<file path="src/rtl/eth_cfg_regs.sv">
// eth_cfg_regs: AXI4-Lite responder register bank for the 10G Ethernet path.
// Holds enable/speed-up control, local and remote MAC addresses and frame sizes, and
// exposes link status, saturating frame counters and a version word to the host.
//
// Ports:
//   s_axi_aclk, s_axi_aresetn  clock and synchronous active-low reset
//   s_axi_aw*/w*/b*            write address / data / response channels
//   s_axi_ar*/r*               read address / data channels
//   eth_rst_done, eth_init_done  status inputs, already in the s_axi_aclk domain
//   tx_frame_pulse, rx_frame_pulse  one-cycle pulse per frame sent / received
//   eth_en, sim_speedup_control   control outputs
//   local_addr, remote_addr       48-bit MAC addresses
//   tx_size, rx_size              16-bit frame payload sizes in bytes
//
// Register map (byte offset): 0x00 CTRL, 0x04 STATUS (RO), 0x08/0x0C LADDR lo/hi,
// 0x10/0x14 RADDR lo/hi, 0x18 SIZE, 0x1C FRAME_CNT (any write clears), 0x20 SCRATCH,
// 0x24 VERSION (RO). Anything else is unmapped and answers SLVERR.
module eth_cfg_regs #(
   parameter int unsigned S_AXI_ADDR_WIDTH = 11,
   parameter int unsigned S_AXI_DATA_WIDTH = 32,
   parameter logic [47:0] LOCAL_ADDR_DEF   = 48'h000A35000001,
   parameter logic [47:0] REMOTE_ADDR_DEF  = 48'hFFFFFFFFFFFF,
   parameter logic [15:0] SIZE_DEF         = 16'd1024,
   parameter logic [31:0] VERSION          = 32'h0001_0000
) (
   input  logic                          s_axi_aclk,
   input  logic                          s_axi_aresetn,
   input  logic [S_AXI_ADDR_WIDTH-1:0]   s_axi_awaddr,
   input  logic                          s_axi_awvalid,
   output logic                          s_axi_awready,
   input  logic [S_AXI_DATA_WIDTH-1:0]   s_axi_wdata,
   input  logic [S_AXI_DATA_WIDTH/8-1:0] s_axi_wstrb,
   input  logic                          s_axi_wvalid,
   output logic                          s_axi_wready,
   output logic [1:0]                    s_axi_bresp,
   output logic                          s_axi_bvalid,
   input  logic                          s_axi_bready,
   input  logic [S_AXI_ADDR_WIDTH-1:0]   s_axi_araddr,
   input  logic                          s_axi_arvalid,
   output logic                          s_axi_arready,
   output logic [S_AXI_DATA_WIDTH-1:0]   s_axi_rdata,
   output logic [1:0]                    s_axi_rresp,
   output logic                          s_axi_rvalid,
   input  logic                          s_axi_rready,
   input  logic                          eth_rst_done,
   input  logic                          eth_init_done,
   input  logic                          tx_frame_pulse,
   input  logic                          rx_frame_pulse,
   output logic                          eth_en,
   output logic                          sim_speedup_control,
   output logic [47:0]                   local_addr,
   output logic [47:0]                   remote_addr,
   output logic [15:0]                   tx_size,
   output logic [15:0]                   rx_size
);

   localparam int unsigned AW = S_AXI_ADDR_WIDTH;

   localparam logic [1:0] RespOkay   = 2'b00;
   localparam logic [1:0] RespSlvErr = 2'b10;

   localparam logic [3:0] RegCtrl     = 4'd0;
   localparam logic [3:0] RegStatus   = 4'd1;
   localparam logic [3:0] RegLaddrLo  = 4'd2;
   localparam logic [3:0] RegLaddrHi  = 4'd3;
   localparam logic [3:0] RegRaddrLo  = 4'd4;
   localparam logic [3:0] RegRaddrHi  = 4'd5;
   localparam logic [3:0] RegSize     = 4'd6;
   localparam logic [3:0] RegFrameCnt = 4'd7;
   localparam logic [3:0] RegScratch  = 4'd8;
   localparam logic [3:0] RegVersion  = 4'd9;

   typedef enum logic [1:0] {WIdle, WHaveA, WHaveD, WResp} wstate_e;
   typedef enum logic {RIdle, RResp} rstate_e;

   // Register state
   logic [1:0]  ctrl_q;
   logic [47:0] laddr_q;
   logic [47:0] raddr_q;
   logic [15:0] tx_size_q;
   logic [15:0] rx_size_q;
   logic [31:0] scratch_q;
   logic [15:0] tx_cnt_q;
   logic [15:0] rx_cnt_q;

   // Handshake gating: readies stay low for one cycle after reset is released
   logic rst_rel_q;
   logic ready_en_q;

   always_ff @(posedge s_axi_aclk) begin
      if (!s_axi_aresetn) begin
         rst_rel_q  <= 1'b0;
         ready_en_q <= 1'b0;
      end else begin
         rst_rel_q  <= 1'b1;
         ready_en_q <= rst_rel_q;
      end
   end

   // ---------------------------------------------------------------- write path
   wstate_e     wstate_q;
   logic [AW-1:0] awaddr_q;
   logic [31:0] wdata_q;
   logic [3:0]  wstrb_q;
   logic        bvalid_q;
   logic [1:0]  bresp_q;

   logic          aw_hs, w_hs, wr_commit, wr_mapped, reg_we, cnt_clr;
   logic [AW-1:0] wr_addr;
   logic [3:0]    wr_idx;
   logic [31:0]   wr_data, wr_cur, wr_merged;
   logic [3:0]    wr_strb;

   assign s_axi_awready = ready_en_q && (wstate_q == WIdle || wstate_q == WHaveD);
   assign s_axi_wready  = ready_en_q && (wstate_q == WIdle || wstate_q == WHaveA);
   assign aw_hs = s_axi_awvalid && s_axi_awready;
   assign w_hs  = s_axi_wvalid && s_axi_wready;

   // Whichever half arrived earlier comes from the holding register, the other is live.
   assign wr_addr = (wstate_q == WHaveA) ? awaddr_q : s_axi_awaddr;
   assign wr_data = (wstate_q == WHaveD) ? wdata_q : s_axi_wdata;
   assign wr_strb = (wstate_q == WHaveD) ? wstrb_q : s_axi_wstrb;
   assign wr_idx  = wr_addr[5:2];
   assign wr_mapped = (wr_addr[AW-1:6] == '0) && (wr_idx <= RegVersion);

   always_comb begin
      wr_commit = 1'b0;
      case (wstate_q)
         WIdle:   wr_commit = aw_hs && w_hs;
         WHaveA:  wr_commit = w_hs;
         WHaveD:  wr_commit = aw_hs;
         default: wr_commit = 1'b0;
      endcase
   end

   assign reg_we  = wr_commit && wr_mapped;
   assign cnt_clr = reg_we && (wr_idx == RegFrameCnt);

   // Current value of the target register, merged byte-wise with the write data.
   always_comb begin
      wr_cur = '0;
      case (wr_idx)
         RegCtrl:    wr_cur = {30'd0, ctrl_q};
         RegLaddrLo: wr_cur = laddr_q[31:0];
         RegLaddrHi: wr_cur = {16'd0, laddr_q[47:32]};
         RegRaddrLo: wr_cur = raddr_q[31:0];
         RegRaddrHi: wr_cur = {16'd0, raddr_q[47:32]};
         RegSize:    wr_cur = {rx_size_q, tx_size_q};
         RegScratch: wr_cur = scratch_q;
         default:    wr_cur = '0;
      endcase
      wr_merged = wr_cur;
      for (int b = 0; b < 4; b++) begin
         if (wr_strb[b]) wr_merged[8*b +: 8] = wr_data[8*b +: 8];
      end
   end

   always_ff @(posedge s_axi_aclk) begin
      if (!s_axi_aresetn) begin
         wstate_q <= WIdle;
         awaddr_q <= '0;
         wdata_q  <= '0;
         wstrb_q  <= '0;
         bvalid_q <= 1'b0;
         bresp_q  <= RespOkay;
      end else begin
         unique case (wstate_q)
            WIdle: begin
               if (aw_hs && w_hs) begin
                  wstate_q <= WResp;
               end else if (aw_hs) begin
                  awaddr_q <= s_axi_awaddr;
                  wstate_q <= WHaveA;
               end else if (w_hs) begin
                  wdata_q  <= s_axi_wdata;
                  wstrb_q  <= s_axi_wstrb;
                  wstate_q <= WHaveD;
               end
            end
            WHaveA: if (w_hs) wstate_q <= WResp;
            WHaveD: if (aw_hs) wstate_q <= WResp;
            WResp: begin
               if (s_axi_bready) begin
                  bvalid_q <= 1'b0;
                  wstate_q <= WIdle;
               end
            end
            default: wstate_q <= WIdle;
         endcase
         if (wr_commit) begin
            bvalid_q <= 1'b1;
            bresp_q  <= wr_mapped ? RespOkay : RespSlvErr;
         end
      end
   end

   always_ff @(posedge s_axi_aclk) begin
      if (!s_axi_aresetn) begin
         ctrl_q    <= 2'b00;
         laddr_q   <= LOCAL_ADDR_DEF;
         raddr_q   <= REMOTE_ADDR_DEF;
         tx_size_q <= SIZE_DEF;
         rx_size_q <= SIZE_DEF;
         scratch_q <= '0;
      end else if (reg_we) begin
         case (wr_idx)
            RegCtrl:    ctrl_q          <= wr_merged[1:0];
            RegLaddrLo: laddr_q[31:0]   <= wr_merged;
            RegLaddrHi: laddr_q[47:32]  <= wr_merged[15:0];
            RegRaddrLo: raddr_q[31:0]   <= wr_merged;
            RegRaddrHi: raddr_q[47:32]  <= wr_merged[15:0];
            RegSize: begin
               tx_size_q <= wr_merged[15:0];
               rx_size_q <= wr_merged[31:16];
            end
            RegScratch: scratch_q       <= wr_merged;
            default: ;
         endcase
      end
   end

   // Saturating frame counters; a clear coinciding with a pulse leaves a count of one.
   always_ff @(posedge s_axi_aclk) begin
      if (!s_axi_aresetn) begin
         tx_cnt_q <= '0;
         rx_cnt_q <= '0;
      end else begin
         if (cnt_clr) begin
            tx_cnt_q <= {15'd0, tx_frame_pulse};
            rx_cnt_q <= {15'd0, rx_frame_pulse};
         end else begin
            if (tx_frame_pulse && tx_cnt_q != 16'hFFFF) tx_cnt_q <= tx_cnt_q + 16'd1;
            if (rx_frame_pulse && rx_cnt_q != 16'hFFFF) rx_cnt_q <= rx_cnt_q + 16'd1;
         end
      end
   end

   // ----------------------------------------------------------------- read path
   rstate_e     rstate_q;
   logic [31:0] rdata_q;
   logic [1:0]  rresp_q;
   logic        rvalid_q;
   logic        ar_hs, rd_err;
   logic [31:0] rd_word;

   assign s_axi_arready = ready_en_q && (rstate_q == RIdle);
   assign ar_hs = s_axi_arvalid && s_axi_arready;

   always_comb begin
      rd_word = '0;
      rd_err  = 1'b0;
      if (s_axi_araddr[AW-1:6] != '0) begin
         rd_err = 1'b1;
      end else begin
         case (s_axi_araddr[5:2])
            RegCtrl:     rd_word = {30'd0, ctrl_q};
            RegStatus:   rd_word = {30'd0, eth_init_done, eth_rst_done};
            RegLaddrLo:  rd_word = laddr_q[31:0];
            RegLaddrHi:  rd_word = {16'd0, laddr_q[47:32]};
            RegRaddrLo:  rd_word = raddr_q[31:0];
            RegRaddrHi:  rd_word = {16'd0, raddr_q[47:32]};
            RegSize:     rd_word = {rx_size_q, tx_size_q};
            RegFrameCnt: rd_word = {rx_cnt_q, tx_cnt_q};
            RegScratch:  rd_word = scratch_q;
            RegVersion:  rd_word = VERSION;
            default:     rd_err  = 1'b1;
         endcase
      end
   end

   always_ff @(posedge s_axi_aclk) begin
      if (!s_axi_aresetn) begin
         rstate_q <= RIdle;
         rdata_q  <= '0;
         rresp_q  <= RespOkay;
         rvalid_q <= 1'b0;
      end else begin
         unique case (rstate_q)
            RIdle: begin
               if (ar_hs) begin
                  rdata_q  <= rd_word;
                  rresp_q  <= rd_err ? RespSlvErr : RespOkay;
                  rvalid_q <= 1'b1;
                  rstate_q <= RResp;
               end
            end
            RResp: begin
               if (s_axi_rready) begin
                  rvalid_q <= 1'b0;
                  rstate_q <= RIdle;
               end
            end
            default: rstate_q <= RIdle;
         endcase
      end
   end

   // Byte-offset bits within a word carry no meaning here.
   logic unused_addr_lsbs;
   assign unused_addr_lsbs = ^{s_axi_araddr[1:0], wr_addr[1:0]};

   // ------------------------------------------------------------------- outputs
   assign s_axi_bvalid = bvalid_q;
   assign s_axi_bresp  = bresp_q;
   assign s_axi_rvalid = rvalid_q;
   assign s_axi_rresp  = rresp_q;
   assign s_axi_rdata  = rdata_q;

   assign eth_en              = ctrl_q[0];
   assign sim_speedup_control = ctrl_q[1];
   assign local_addr          = laddr_q;
   assign remote_addr         = raddr_q;
   assign tx_size             = tx_size_q;
   assign rx_size             = rx_size_q;

endmodule

</file>
<file path="config.mk">
export PLATFORM = sky130hd
export DESIGN_NAME = eth_cfg_regs
export DESIGN_NICKNAME = d
export VERILOG_FILES = /design/src/rtl/eth_cfg_regs.sv
export SDC_FILE = /design/constraint.sdc
export NUM_CORES = 1
export LEC_CHECK = 0
export BUFFER_PORTS_ARGS = -buffer_cell sky130_fd_sc_hd__buf_4
export CAP_MARGIN = 10
export CORE_MARGIN = 4
export CORE_UTILIZATION = 60
export CTS_CLUSTER_SIZE = 12
export DETAILED_ROUTE_END_ITERATION = 12
export PLACE_DENSITY = 0.87
export SKIP_CTS_REPAIR_TIMING = 1
export SYNTH_ARGS = -nofsm -noshare
export SYNTH_HDL_FRONTEND = slang
export SYNTH_SLANG_ARGS = --single-unit
</file>
<file path="constraint.sdc">
create_clock -name s_axi_aclk -period 3.9 [get_ports s_axi_aclk]
set_input_delay 0.195 -clock s_axi_aclk [delete_from_list [all_inputs] [get_ports s_axi_aclk]]
set_output_delay 0.195 -clock s_axi_aclk [all_outputs]
set_load 0.05 [all_outputs]
</file>
======== Yosys cells after proc, flatten, opt, wreduce, memory -nomap -nowiden ========
Cells that the tools add are included.
operators by class
  eq/ne operators ......................... 27
  order comparisons ....................... 1
  mux-type cells .......................... 36
  $add $sub $neg .......................... 2
  bitwise logic cells ..................... 4
  reductions and logical operators ........ 38
operators with widths
  operator                 count
  $pmux W32 S10            1
  $pmux W32 S6             1
  $mux W32                 2
  $add A16 B1 Y16 const B  2
  $eq A4 B3 Y1 const B     8
  $mux W8                  4
  $ne A16 B16 Y1 const B   2
  $reduce_and A2 Y1        10
  $eq A4 B2 Y1 const B     4
  $mux W2                  8
  $mux W1                  14
  $eq A4 B4 Y1 const B     3
  $logic_and A1 B1 Y1      12
  $mux W11                 1
  $ne A2 B2 Y1 const B     5
  $reduce_or A10 Y1        1
  $logic_not A4 Y1         2
  $pmux W2 S4              1
  $reduce_and A4 Y1        2
  $reduce_bool A2 Y1       4
  $logic_not A5 Y1         1
  $reduce_bool A5 Y1       1
  $eq A2 B2 Y1 const B     2
  $eq A4 B1 Y1 const B     1
  other kinds (11)         16
storage, ports and cells
  register bits ........................... 284
  output and inout bits ................... 171
  logic and storage cells ................. 132
  input bits .............................. 69

======== Logic depth before layout (Yosys ltp) ========
  depth after elaboration ................. 9
  gate-level depth with buffers ........... 12
  mapped depth without buffers ............ 8

======== Least setup slack after synthesis ========
No wires, ideal clock.
  kind .................................... register -> register
  start ................................... register ready_en_q
  end ..................................... register rdata_q[13], in the netlist s_axi_rdata[13]
  path slack .............................. 1.191 ns
  setup time .............................. 0.065 ns
  data arrival time ....................... 2.643 ns
  required time ........................... 3.835 ns
  cell stages (with the launch flop) ...... 10
  cells stage by stage .................... dfxtp_1 buf_2 nor2b_1 nand2_1 or4b_1 clkbuf_1 clkbuf_1 a31oi_1 a21oi_1 nor2_1
on the way
  cells in the longest elaborated chain, start to end .. 3
ends and longest elaborated chain
  element                      line  source
  start: declaration           88    logic ready_en_q;
  start signal: assignment     96    ready_en_q <= rst_rel_q;
  $logic_and A1 B1 Y1          246   assign s_axi_arready = ready_en_q && (rstate_q == RIdle);
  via s_axi_arready            40    output logic s_axi_arready,
  $logic_and A1 B1 Y1          247   assign ar_hs = s_axi_arvalid && s_axi_arready;
  $reduce_and A2 Y1 (no line)  n/a
  end signal: assignment       281   rdata_q <= rd_word;
  end: declaration             240   logic [31:0] rdata_q;
The timed path passes the listed nets, and every way through them passes these cells.
A chain may end at the register's enable or synchronous reset.

======== Final worst setup path ========
  start ................................... register wstate_q[1]
  end ..................................... register tx_size_q[1], in the netlist tx_size[1]
on the way
  cells in the longest elaborated chain, start to end .. 8
  elaborated cells on any way between the ends .. 27
  classes of those cells .................. order compare (1); eq/ne (8); mux (6); reduce/logical (12)
ends and longest elaborated chain
  element                                                               line  source
  start: declaration                                                    101   wstate_e wstate_q;
  start signal: assignment                                              160   wstate_q <= WIdle;
  start signal: assignment                                              170   wstate_q <= WResp;
  start signal: assignment                                              173   wstate_q <= WHaveA;
  parallel branches: the longest is 8 deep, another holds $le A4 B4 Y1  n/a
  end signal: assignment                                                213   tx_size_q <= wr_merged[15:0];
  end: declaration                                                      80    logic [15:0] tx_size_q;
Parallel ways; which one is timed is not known.

==> qor.json <==
{
  "place": {
    "last_weighted_congestion_value_of_the_routability_driven_placer": 1.01,
    "post_dp_cell_area_um2": 15300,
    "place_inst": 1979,
    "dp.final_hpwl_mm": 33.5,
    "place.port_buffers": 233
  },
  "pwr": {
    "pwr_density_cell_nw_per_um2": 471,
    "max-vdd-ir-drop_mv": 0.458,
    "netSwitchingFraction_pct": 34.1,
    "cell_internal_pwr_mw": 5.16,
    "p_leak_nw": 6.14,
    "combinational_group_share_of_total_power_pct": 28.7,
    "clockPowerShare_pct": 33.8,
    "total_net_switching_power_mw": 2.67,
    "seq_power_share_pct": 37.5,
    "fin_total_pwr_mw": 7.84
  },
  "yosys": {
    "yosys.area.top_type": "sky130_fd_sc_hd__dfxtp_1",
    "synthMostInstantiatedCell": "sky130_fd_sc_hd__dfxtp_1",
    "yosys_register_bits": 280,
    "synthArstFlopShare_pct": 0,
    "synth_seq_area_share_pct": 41.7,
    "syn-mean-instance-area_um2": 8.65,
    "area_share_of_the_largest_cell_type_after_synthesis_pct": 41.7,
    "synth_enable_flop_cells": 0,
    "syn-cell-area_um2": 13400,
    "ys_dominant_reg_cell": "sky130_fd_sc_hd__dfxtp_1",
    "synth_area_leaders": "sky130_fd_sc_hd__dfxtp_1, sky130_fd_sc_hd__nand2_1, sky130_fd_sc_hd__a21oi_1, sky130_fd_sc_hd__a22oi_1, sky130_fd_sc_hd__nor2_1",
    "synth.lib_cells_used.distinct": 82,
    "top_cell_types_by_occurrence_after_synthesis": "sky130_fd_sc_hd__dfxtp_1, sky130_fd_sc_hd__nand2_1, sky130_fd_sc_hd__a21oi_1",
    "netlist_instances": 1553,
    "yosys_warnings": 0
  },
  "sta": {
    "fin_worst_skew_ps": 10.7,
    "setup_total_negative_slack_ps": 0,
    "grt_setup_unrepaired": "false",
    "max_clock_freq_mhz": 297,
    "final-max-slew-violation-count": 0,
    "final_period_minus_worst_setup_slack_ps": 3360,
    "max_slew_margin_pct": 15.8,
    "report.final.setup_viol": 0,
    "finalHoldViolCount": 0,
    "worst_max_slew_pin_slew_ps": 1250,
    "period_share_pct": 86.2
  },
  "run": {
    "number_of_max_capacitance_violations_reported": 0
  },
  "cells_and_area": {
    "drive_gt1_share_pct": 23.3,
    "antenna_cells": 0,
    "layout.core_utilization_pct": 76.1,
    "syn2layout_area_growth_pct": 23.9,
    "layout.filler_cells": 1597,
    "fin_nets": 1854,
    "stdcell_count": 2077,
    "stdcell_area_um2": 16700
  },
  "routing": {
    "vias": 14500,
    "detail_route.wl_per_cell_um": 24.6,
    "wl_mm": 51.1,
    "dr.pass1.iters": 10,
    "drt_iter0_drc": 2460,
    "drc": 0,
    "avg_vias_per_cell": 6.96,
    "antenna_violating_nets_post_route": 0
  },
  "clock_tree": {
    "cts.sinks": 280,
    "max-clock-path-buffers": 3,
    "worstSkewPairLatency_ps": 550,
    "clockRootBuffer": "sky130_fd_sc_hd__clkbuf_16",
    "cts_inserted_buffers": 29,
    "cts_tree": "built",
    "cts.clk_slew.worst_paths_ps": 60,
    "cts-htree-levels": 1
  },
  "critical_path": {
    "slowest_delay_ps": 620,
    "cp_data_arrival_time_ps": 3790,
    "critPathRequiredTime_ps": 4330,
    "worst_setup_path_end_kind": "flip-flop",
    "cpLargestDelayFamily": "compound AO/OA/AOI/OAI gates",
    "critical_path.startpoint": "wstate_q[1]$_SDFFE_PN0P_",
    "cp_slowest_cell": "sky130_fd_sc_hd__ha_1",
    "reg2reg_depth": 8,
    "crit-reg2reg-launch": "wstate_q[1]$_SDFFE_PN0P_",
    "path_class": "reg -> reg",
    "worst-path-stages": 8,
    "worstSetupEndpoint": "tx_size[1]$_SDFFE_PN0P_",
    "crit_buf_inv": 1,
    "crit_fanout": 17,
    "cp-start-kind": "flip-flop",
    "crit_path_cell_trace": "inv_1 > ha_1 > nor3_1 > o21ai_1 > o221ai_2 > o31ai_1 > a31o_2 > a21oi_1",
    "regToRegSetupSlack_ps": 540,
    "rr_endpoint": "tx_size[1]$_SDFFE_PN0P_"
  },
  "global_route": {
    "first_global_vias": 13100,
    "grt_max_degree": 64,
    "wire_length_of_the_first_global_routing_pass_mm": 74.4,
    "grt-ovfl-total": 0,
    "grt_antenna_before_repair": 0,
    "grt_util_all_layers_pct": 37.8
  },
  "die": {
    "die_area_um2": 24800,
    "floorplan.die.width_um": 158,
    "design.core.area_um2": 21900,
    "io_pins": 240,
    "floorplan.die.height_um": 158,
    "start_util_pct": 61.4,
    "num_rows": 54
  },
  "status": {
    "outcome": "finished, final reports clean"
  },
  "min_path": {
    "hold_path_class": "in -> reg"
  }
}
-- power by group through the flow --
stage	logic (mW)	clock network [mW]	registers [mW]
after floorplan	1.48	0	3.01
after global placement	2.04	0	2.99
after detailed placement	2.09	0	3.00
after CTS	2.10	2.63	2.93
after global routing	2.33	2.75	2.94
final	2.25	2.65	2.94
-- final cells by class --
type / instances / area [um^2] / area share (%)
clock buffer: 47 / 873 / 5.24
clock inverter: 2 / 10.0 / 0.0601
inverter: 8 / 31.3 / 0.188
multi-input combinational: 1130 / 7140 / 42.9
sequential: 280 / 5610 / 33.7
tap: 280 / 350 / 2.10
timing repair buffer: 330 / 2640 / 15.8
-- metrics by stage --
stage	hold WS, ps	setup WS (ps)
detailed placement	433	710
floorplan	223	1190
finish	104	537
global placement	416	816
global route	125	443
CTS	-94.9	679
-- registers in the layout, summed over array words and instances, names as in the netlist, 4 cells and up --
register	flops
wdata_q	32
scratch_q	32
rx_size	16
wstrb_q	4
rx_cnt_q	16
tx_size	16
remote_addr	48
s_axi_rdata	32
awaddr_q	9
local_addr	48
tx_cnt_q	16
-- worst reg2reg max path, stage by stage, from the launching register on --
cell and delay (ps):
sky130_fd_sc_hd__dfxtp_1 340, sky130_fd_sc_hd__inv_1 80, sky130_fd_sc_hd__ha_1 620, sky130_fd_sc_hd__nor3_1 180
sky130_fd_sc_hd__o21ai_1 570, sky130_fd_sc_hd__o221ai_2 520, sky130_fd_sc_hd__o31ai_1 570, sky130_fd_sc_hd__a31o_2 270
sky130_fd_sc_hd__a21oi_1 90
-- logic make-up after synthesis --
group / count (synthesis) / share of synthesized area, %
other: 1 / 0.0279
AO/OA/AOI/OAI: 546 / 28.6
adder cells (fa/ha/maj): 6 / 0.559
buffers and inverters: 144 / 5.45
multiplexers: 51 / 4.21
XOR/XNOR: 27 / 1.76
AND/OR/NAND/NOR: 498 / 17.6
flip-flops: 280 / 41.7
-- cells in the final DEF, fill, tap and decap left out, drive strengths merged, types with 8 or more instances in the layout --
| cell | count |
|---|---|
| nor3 | 10 |
| o221ai | 26 |
| a21oi | 163 |
| a2bb2oi | 35 |
| o22ai | 30 |
| and2 | 8 |
| a31o | 9 |
| xor2 | 17 |
| mux2i | 25 |
| a22oi | 80 |
| dlygate4sd3 | 49 |
| nand3 | 64 |
| xnor2 | 10 |
| a211oi | 10 |
| dfxtp | 280 |
| clkbuf | 47 |
| mux2 | 25 |
| o21ai | 71 |
| nand4 | 13 |
| and3 | 20 |
| a222oi | 34 |
| o22a | 12 |
| buf | 281 |
| a31oi | 20 |
| nand2 | 229 |
| o211ai | 13 |
| nor2 | 106 |
-- worst min-delay path by stage --
stage / from / end / slack (ps) / cells past startpoint
3_5_place_dp: rst_rel_q$_DFF_P_ / ready_en_q$_SDFF_PN0_ / 430 / 1
6_report: s_axi_aresetn / rst_rel_q$_DFF_P_ / 100 / 1
4_1_cts: s_axi_wdata[9] / wdata_q[9]$_SDFFE_PN0P_ / -90 / 3
5_1_grt: s_axi_aresetn / rst_rel_q$_DFF_P_ / 120 / 1
2_1_floorplan: s_axi_aresetn / rst_rel_q$_DFF_P_ / 220 / 0
3_3_place_gp: rst_rel_q$_DFF_P_ / ready_en_q$_SDFF_PN0_ / 420 / 1
-- routing by layer --
metal,part of all wire [%],vias to the layer above,global-route usage (%)
met4,4.5,0,14.5
met2,43,1265,56.4
li1,-,6242,-
met1,37,6724,51.3
met3,15,229,12.0
met5,0,-,0
No activity file was read; power rests on OpenSTA's default activity.
